[src/rtl/serial_rx_pkg.sv]
// Shared types for the serial parity receiver: framing states, parity
// states and the error counter width.
package serial_rx_pkg;

  typedef enum logic [1:0] {IDLE, DATA, PARITY, STOP} rx_state_t;

  typedef enum logic {EVEN, ODD} parity_t;

  localparam int ERR_CNT_W = 16;

endpackage

[src/rtl/parity_tracker.sv]
// Running even/odd tracker for the data and parity bits of one frame.
// The clear input has priority over the bit update and restarts at EVEN.
module parity_tracker
  import serial_rx_pkg::*;
(
  input  logic clk,
  input  logic reset,
  input  logic clear,
  input  logic bit_en,
  input  logic bit_in,
  output logic odd
);

  parity_t state, state_next;

  // parity state register
  always_ff @(posedge clk) begin
    if (reset) state <= EVEN;
    else       state <= state_next;
  end

  // toggle on every qualified 1 bit; clear returns to EVEN
  always_comb begin
    state_next = state;
    if (clear)
      state_next = EVEN;
    else if (bit_en && bit_in)
      state_next = (state == EVEN) ? ODD : EVEN;
  end

  assign odd = (state == ODD);

endmodule

[src/rtl/serial_parity_receiver.sv]
// Serial frame receiver: start / DATA_W data bits (LSB first) / even parity /
// stop. Delivers every frame with parity and framing error flags.
// Optional build macro SPR_ERR_COUNT_EN adds a saturating 16-bit error counter
// on the err_count port.
module serial_parity_receiver
  import serial_rx_pkg::*;
#(
  parameter int DATA_W = 8
) (
  input  logic              clk,
  input  logic              reset,
  input  logic              serial_in,
  input  logic              bit_en,
  output logic [DATA_W-1:0] data_out,
  output logic              data_valid,
  output logic              parity_err,
  output logic              frame_err,
  output logic              busy
`ifdef SPR_ERR_COUNT_EN
  ,
  output logic [ERR_CNT_W-1:0] err_count
`endif
);

  localparam int CNT_W = (DATA_W > 1) ? $clog2(DATA_W) : 1;
  localparam logic [CNT_W-1:0] LAST_BIT = CNT_W'(DATA_W - 1);

  rx_state_t         state, state_next;
  logic [CNT_W-1:0]  bit_cnt;
  logic [DATA_W-1:0] shift_reg;
  logic              start_seen;
  logic              track_en;
  logic              parity_odd;

  assign start_seen = bit_en && (state == IDLE) && !serial_in;
  assign track_en   = bit_en && ((state == DATA) || (state == PARITY));
  assign busy       = (state != IDLE);

  parity_tracker u_parity (
    .clk    (clk),
    .reset  (reset),
    .clear  (start_seen),
    .bit_en (track_en),
    .bit_in (serial_in),
    .odd    (parity_odd)
  );

  // framing state register
  always_ff @(posedge clk) begin
    if (reset) state <= IDLE;
    else       state <= state_next;
  end

  // framing transitions, only on bit strobes
  always_comb begin
    state_next = state;
    if (bit_en) begin
      case (state)
        IDLE:    if (!serial_in) state_next = DATA;
        DATA:    if (bit_cnt == LAST_BIT) state_next = PARITY;
        PARITY:  state_next = STOP;
        STOP:    state_next = IDLE;
        default: state_next = IDLE;
      endcase
    end
  end

  // bit counter, data shift register and frame result registers
  always_ff @(posedge clk) begin
    if (reset) begin
      bit_cnt    <= '0;
      shift_reg  <= '0;
      data_out   <= '0;
      data_valid <= 1'b0;
      parity_err <= 1'b0;
      frame_err  <= 1'b0;
    end else begin
      data_valid <= 1'b0;
      if (bit_en) begin
        case (state)
          IDLE: if (!serial_in) bit_cnt <= '0;
          DATA: begin
            shift_reg[bit_cnt] <= serial_in;
            if (bit_cnt != LAST_BIT) bit_cnt <= bit_cnt + 1'b1;
          end
          STOP: begin
            data_out   <= shift_reg;
            parity_err <= parity_odd;
            frame_err  <= !serial_in;
            data_valid <= 1'b1;
          end
          default: ;
        endcase
      end
    end
  end

`ifdef SPR_ERR_COUNT_EN
  // count delivered frames carrying any error, saturating at all ones
  always_ff @(posedge clk) begin
    if (reset)
      err_count <= '0;
    else if (data_valid && (parity_err || frame_err) && (err_count != '1))
      err_count <= err_count + 1'b1;
  end
`endif

endmodule

[config.mk]
export PLATFORM = sky130hd
export DESIGN_NAME = serial_parity_receiver
export DESIGN_NICKNAME = d
export VERILOG_FILES = /design/src/rtl/serial_rx_pkg.sv /design/src/rtl/parity_tracker.sv /design/src/rtl/serial_parity_receiver.sv
export SDC_FILE = /design/constraint.sdc
export NUM_CORES = 1
export LEC_CHECK = 0
export ABC_AREA = 1
export CAP_MARGIN = 40
export CELL_PAD_IN_SITES_DETAIL_PLACEMENT = 0
export CELL_PAD_IN_SITES_GLOBAL_PLACEMENT = 2
export CORE_UTILIZATION = 32
export DETAILED_ROUTE_END_ITERATION = 8
export PLACE_DENSITY = 0.89
export SLEW_MARGIN = 20
export SYNTH_ARGS = -nofsm -noshare
export SYNTH_HDL_FRONTEND = slang
export SYNTH_SLANG_ARGS = --single-unit
[constraint.sdc]
create_clock -name clk -period 1.8 [get_ports clk]
set_input_delay 0.27 -clock clk [delete_from_list [all_inputs] [get_ports clk]]
set_output_delay 0.27 -clock clk [all_outputs]
set_load 0.1 [all_outputs]
==> results.py, run 1 <==
metrics = {
    "yosys": {
        "postSynthAreaPerCell_um2": 7.10,
        "ys_top_cells_by_area": "dfxtp_1 (43%), nor2_1 (14%), nand2_1 (12%), ha_1 (7.5%), inv_1 (5.5%)",
        "syn_area_um2": 1160,
        "seq_area_frac_synth": 0.430,
        "syn-instance-count": 164,
        "synth_fp_nets": 175,
        "ys_ff_latch": 25,
        "synth_top_cell_area_share": 0.430,
        "yosysTopAreaCell": "dfxtp_1",
        "synth.distinct_cells": 17,
        "yosysWarnings": 0,
    },
    "global_routing": {
        "met2_usage": 0.224,
        "antenna_found_initial": 0,
        "top_usage_layer": "met2",
        "first_global_vias": 920,
        "grt_pass1_wl_um": 4110,
        "use_met3": 0.0239,
        "globalRouteMet1Util": 0.166,
        "grt_start_max_net_pins": 20,
        "grt.total_usage": 0.129,
        "overflow": 0,
    },
    "min_path": {
        "hp-class": "flip-flop to flip-flop",
        "hp-start": "shift_reg[5]",
        "min_path_cells": 2,
    },
    "layout": {
        "syn_to_final_growth_pct": 17.4,
        "drive_gt1_frac": 0.115,
        "nFillCells": 376,
        "stdcell_area_um2": 1370,
        "antenna_cells": 0,
        "multi_input_area_um2": 566,
        "final_nets": 194,
        "seq_area_um2": 500,
    },
    "drt": {
        "viasPerCell": 4.30,
        "avgRoutedWirePerCell_um": 9.99,
        "drtIter0Drc": 22,
        "drt_pass1_iterations": 4,
        "finalWirelength_um": 2280,
        "num_vias": 980,
        "ant_nets": 0,
        "drc": 0,
    },
    "setup_path": {
        "critPathMaxStageDelay_ns": 0.41,
        "cpLargestDelayFamily": "buffers and inverters",
        "path_class": "flip-flop to output pin",
        "critPathLaunch": "state[0]",
        "path_max_fanout": 5,
        "crit_required_ns": 1.53,
        "worst_ep_arrival_time_ns": 1.43,
        "end_kind": "output pin",
        "r2r-end": "state[1]",
        "worstRegToRegCells": 8,
        "reg2reg_from": "state[0]",
        "endpoint": "busy",
        "path_cells": "inv_1, ha_1, inv_1, buf_12",
        "critical_path_buf_inv_count": 3,
        "cp-start-kind": "flip-flop",
        "reg2reg_slack_ns": 0.39,
        "critPathSlowestCell": "dfxtp_1",
        "cp.depth": 4,
        "path_common_cell": "inv_1",
    },
    "pwr": {
        "p_comb_frac": 0.270,
        "swShare": 0.348,
        "ir_drop_v": 0.000446,
        "clkPwrFrac": 0.212,
        "pwr-share-seq": 0.517,
        "intPower_uw": 763,
        "p_switching_uw": 407,
        "p_per_area_nw_per_um2": 857,
        "p_leak_nw": 0.625,
    },
    "timing": {
        "post-route-period-util": 0.947,
        "worstMarginPinSlew_ns": 0.559,
        "finalSetupViolCount": 0,
        "slew_headroom": 0.627,
        "worst_clock_skew_ns": 0.00304,
        "layout_setup_ws_ns": 0.0950,
        "rsz0062_at_grt": "no",
        "setup_tns_ns": 0,
        "fin_hold_ws_ns": 0.467,
        "fin_crit_ns": 1.70,
        "clock.fmax_ghz": 0.587,
        "maxSlewViolCount": 0,
        "hold_viol_final": 0,
    },
    "cts": {
        "cts_tree": "done",
        "cts_resized": 0,
        "clock_latency_ns": 0.31,
        "cts_made_buffers": 3,
        "post-cts-setup-buffers": 0,
        "cts_root_buf": "clkbuf_4",
        "clkSinkCount": 25,
        "clk_pin_slew_worst_paths_ns": 0.14,
        "hold_buffers": 0,
        "cts_buffer_depth": 2,
        "htreeDepth": 1,
    },
    "placement": {
        "post-dp-hpwl_um": 1710,
        "gp_congestion": 0.747,
        "port_buffers": 15,
        "placed_area_um2": 1340,
        "place_ws_ns": 0.249,
    },
    "floorplan": {
        "ios": 16,
        "row_count": 21,
        "die_area_um2": 3880,
        "core-area_um2": 3420,
        "start_util": 0.341,
        "die_width_um": 62.3,
        "die_y_um": 62.3,
    },
    "status": {
        "status": "complete, no violations",
    },
    "run": {
        "drv_cap": 0,
    },
}
-- worst min-delay path, delay by kind of cell, from the launching register on --
kind               cells  cell delay (ns)
and+or+nand+nor        1             0.06
AOI/OAI and AO/OA      1             0.05
DFF                    1             0.33
-- cells in the final DEF (no fill, tap or decap) --
cell / count
nand3_1: 9
a31oi_1: 1
nand2_1: 36
ha_1: 7
o21ai_0: 11
clkdlybuf4s50_1: 3
o21a_1: 1
dfxtp_1: 25
a21oi_4: 1
inv_1: 17
nor2_1: 44
clkinv_2: 1
buf_4: 13
buf_12: 1
clkinv_1: 1
nor2_4: 1
clkbuf_4: 3
a21oi_1: 6
or2_2: 1
-- power by group through the flow --
stage / Clock, mW / Combinational, mW / Sequential (mW)
2_1_floorplan: 0 / 0.198 / 0.657
3_3_place_gp: 0 / 0.313 / 0.617
3_5_place_dp: 0 / 0.317 / 0.618
4_1_cts: 0.272 / 0.319 / 0.606
5_1_grt: 0.291 / 0.354 / 0.611
6_report: 0.248 / 0.316 / 0.606
-- worst min path at each step --
stage	endpoint
CTS	shift_reg[5]
detailed placement	shift_reg[5]
global route	shift_reg[7]
finish	shift_reg[5]
floorplan	shift_reg[1]
global placement	shift_reg[5]
-- cells in the mapped netlist, drive strengths merged --
library cell,number
nand2,36
inv,17
buf,1
nand3,9
or2,1
a21oi,7
a31oi,1
o21ai,11
dfxtp,25
o21a,1
clkinv,1
ha,7
clkbuf,2
nor2,45
-- final cells by class --
cell class,count,area share
inverters,18,0.0495
repair buffers,17,0.108
well taps,46,0.0421
clock buffers,3,0.0165
multi-input cells,118,0.414
flip-flops and latches,25,0.366
clock inverters,1,0.00366
-- cell families after synthesis --
kind of cell    synth area share
compound gates            0.0989
flops                      0.430
fa+ha+maj                 0.0753
buf+inv                   0.0839
simple gates               0.312
-- per-stage QoR --
stage                util  total power, mW  std cells
floorplan               -            0.854        164
global placement    0.392            0.930        224
detailed placement  0.392            0.935        224
CTS                 0.400             1.20        228
global route        0.400             1.26        228
finish              0.400             1.17        228
-- routing by layer --
metal / share of wire / vias to the layer above
li1: - / 542
met1: 0.48 / 423
met2: 0.49 / 13
met3: 0.029 / 2
met4: 0.0053 / 0
met5: 0 / -
Power figures use the tool's default switching activity.
==> run 2, diff against run 1 <==
--- a/config.mk
+++ b/config.mk
@@ -5,13 +5,13 @@
 export SDC_FILE = /design/constraint.sdc
 export NUM_CORES = 1
 export LEC_CHECK = 0
-export ABC_AREA = 1
 export CAP_MARGIN = 40
 export CELL_PAD_IN_SITES_DETAIL_PLACEMENT = 0
 export CELL_PAD_IN_SITES_GLOBAL_PLACEMENT = 2
-export CORE_UTILIZATION = 32
+export CORE_UTILIZATION = 34
 export DETAILED_ROUTE_END_ITERATION = 8
 export PLACE_DENSITY = 0.89
+export RECOVER_POWER = 50
 export SLEW_MARGIN = 20
 export SYNTH_ARGS = -nofsm -noshare
 export SYNTH_HDL_FRONTEND = slang
==> run 2 against run 1 <==
  * Sequential power decreased by 6.1%
  * Fmax increased by 4.6%
  * Clock skew increased by 0.0024 ns
  * Largest power group unchanged
  * Wire length decreased by 7.6%
  * Critical path depth increased by 2
==> results.py, run 2 <==
metrics = {
    "drt": {
        "drt_pass1_iterations": 4,
        "drc": 0,
        "drtIter0Drc": 18,
        "avgRoutedWirePerCell_um": 11.0,
        "finalWirelength_um": 2110,
        "viasPerCell": 4.79,
        "ant_nets": 0,
        "num_vias": 914,
    },
    "setup_path": {
        "reg2reg_slack_ns": 0.17,
        "path_max_fanout": 8,
        "cp-start-kind": "flip-flop",
        "reg2reg_from": "state[0]",
        "r2r-end": "bit_cnt[2]",
        "path_cells": "inv_1, ha_1, a21bo_1, buf_4, o311ai_1, o41ai_1",
        "critPathMaxStageDelay_ns": 0.39,
        "worst_ep_arrival_time_ns": 1.84,
        "worstRegToRegCells": 6,
        "path_class": "flip-flop to flip-flop",
        "critical_path_buf_inv_count": 2,
        "end_kind": "flip-flop",
        "crit_required_ns": 2.01,
        "cpLargestDelayFamily": "compound AO/OA/AOI/OAI gates",
        "critPathSlowestCell": "dfxtp_1",
    },
    "timing": {
        "worst_clock_skew_ns": 0.00542,
        "fin_crit_ns": 1.63,
        "rsz0062_at_grt": "no",
        "fin_hold_ws_ns": 0.460,
        "maxSlewViolCount": 0,
        "clock.fmax_ghz": 0.613,
        "slew_headroom": 0.638,
        "worstMarginPinSlew_ns": 0.546,
        "finalSetupViolCount": 0,
        "hold_viol_final": 0,
        "post-route-period-util": 0.906,
        "setup_tns_ns": 0,
    },
    "yosys": {
        "yosysWarnings": 0,
        "synth_most_common_cell": "nand2_1",
        "synthFlopType": "dfxtp_1",
        "seq_area_frac_synth": 0.446,
        "async_reset_ff_frac": 0,
        "ys_ff_latch": 25,
        "postSynthAreaPerCell_um2": 8.70,
        "ys_top_cells_by_area": "dfxtp_1 (45%), nand2_1 (9.4%), ha_1 (7.8%), mux2i_1 (5.4%), a21oi_1 (4.9%)",
        "synth_commonest_cells": "nand2_1 (28), dfxtp_1 (25), a21oi_1 (11)",
        "yosysTopAreaCell": "dfxtp_1",
        "synth-edff-count": 0,
        "synth_top_cell_area_share": 0.446,
        "synth_fp_nets": 140,
        "syn-instance-count": 129,
        "syn_area_um2": 1120,
        "synth.distinct_cells": 27,
    },
    "floorplan": {
        "ios": 16,
        "row_count": 20,
        "die_y_um": 59.5,
        "start_util": 0.362,
        "core-area_um2": 3100,
        "die_width_um": 59.5,
        "die_area_um2": 3530,
    },
    "placement": {
        "port_buffers": 15,
        "placed_area_um2": 1320,
        "post-dp-hpwl_um": 1580,
        "gp_congestion": 0.787,
    },
    "status": {
        "status": "complete, no violations",
    },
    "cts": {
        "cts_root_buf": "clkbuf_4",
        "clock_latency_ns": 0.32,
        "post-cts-setup-buffers": 0,
        "htreeDepth": 1,
        "clk_pin_slew_worst_paths_ns": 0.13,
        "clkSinkCount": 25,
        "cts_buffer_depth": 2,
        "cts_resized": 0,
        "cts_made_buffers": 3,
        "cts_tree": "done",
        "hold_buffers": 0,
    },
    "global_routing": {
        "grt_pass1_wl_um": 3550,
        "overflow": 0,
        "grt_start_max_net_pins": 16,
        "antenna_found_initial": 0,
        "first_global_vias": 775,
        "grt.total_usage": 0.135,
    },
    "run": {
        "drv_cap": 0,
    },
    "min_path": {
        "hp-class": "flip-flop to flip-flop",
        "min_to": "data_out[4]",
        "min_path_cells": 2,
        "hp-start": "data_out[4]",
    },
    "layout": {
        "drive_gt1_frac": 0.136,
        "stdcell_area_um2": 1320,
        "layout_commonest_cell": "nand2_1",
        "syn_to_final_growth_pct": 17.2,
        "antenna_cells": 0,
        "final_nets": 159,
        "mostFrequentLayoutCells": "nand2_1 (28), dfxtp_1 (25), a21oi_1 (11), clkbuf_2 (10)",
    },
    "pwr": {
        "ir_drop_v": 0.000284,
        "p_per_area_nw_per_um2": 731,
        "p_leak_nw": 0.526,
    },
}
run 2: changes by cell type in the layout (fill, tap and decap cells not counted), moves of 5 or more:
| cell | before | now |
|---|---|---|
| nor2_1 | 44 | 4 |
| clkbuf_2 | 0 | 10 |
| inv_1 | 17 | 7 |
| o21ai_0 | 11 | 2 |
| nand2_1 | 36 | 28 |
| buf_4 | 13 | 6 |
| mux2i_1 | 0 | 6 |
| a21oi_1 | 6 | 11 |
run 2: layout make-up:
type                    instances  area [um^2]
flip-flops and latches         25          500
fillers                       333         1790
repair buffers                 21          149
clock buffers                   4         26.3
inverters                       7         26.3
well taps                      44         55.1
multi-input cells              90          558
run 2: worst min-delay path: cells and delay by family (launching register included):
kind	cells	cell delay, ns
simple gates	1	0.05
compound gates	1	0.05
flops	1	0.33
run 2: metal layers:
metal	up-vias	track usage	share of wire
met1	407	0.190	0.53
li1	491	-	-
met3	4	0.0262	0.027
met2	12	0.193	0.43
met5	-	0	0
met4	0	0.0714	0.015
run 2: logic make-up (layout without fill, tap and decap cells):
| group | Yosys count | in the layout | share of synthesized area |
|---|---|---|---|
| fa+ha+maj | 7 | 7 | 0.0780 |
| flops | 25 | 25 | 0.446 |
| simple gates | 50 | 50 | 0.207 |
| buf+inv | 14 | 32 | 0.0569 |
| mux | 6 | 6 | 0.0535 |
| compound gates | 27 | 27 | 0.158 |
run 2: worst max path at each step:
stage | start | depth (start not counted) | endpoint
2_1_floorplan | state[0] | 6 | bit_cnt[0]
3_3_place_gp | bit_en | 5 | bit_cnt[1]
3_5_place_dp | bit_en | 5 | bit_cnt[2]
4_1_cts | state[0] | 6 | bit_cnt[2]
5_1_grt | state[1] | 6 | bit_cnt[2]
6_report | state[0] | 6 | bit_cnt[2]
run 2: per-stage QoR:
step,power [mW],utilization,instances,setup slack [ns]
floorplan,0.682,-,129,0.202
global placement,0.726,0.425,187,0.165
detailed placement,0.728,0.425,187,0.112
CTS,0.971,0.433,191,0.161
global route,1.02,0.424,191,0.0535
finish,0.961,0.424,191,0.169
run 2: power by group:
part | internal (mW) | switching, mW | total, mW
registers | 0.561 | 0.00793 | 0.569
clock network | 0.0867 | 0.159 | 0.246
logic | 0.0525 | 0.0935 | 0.146
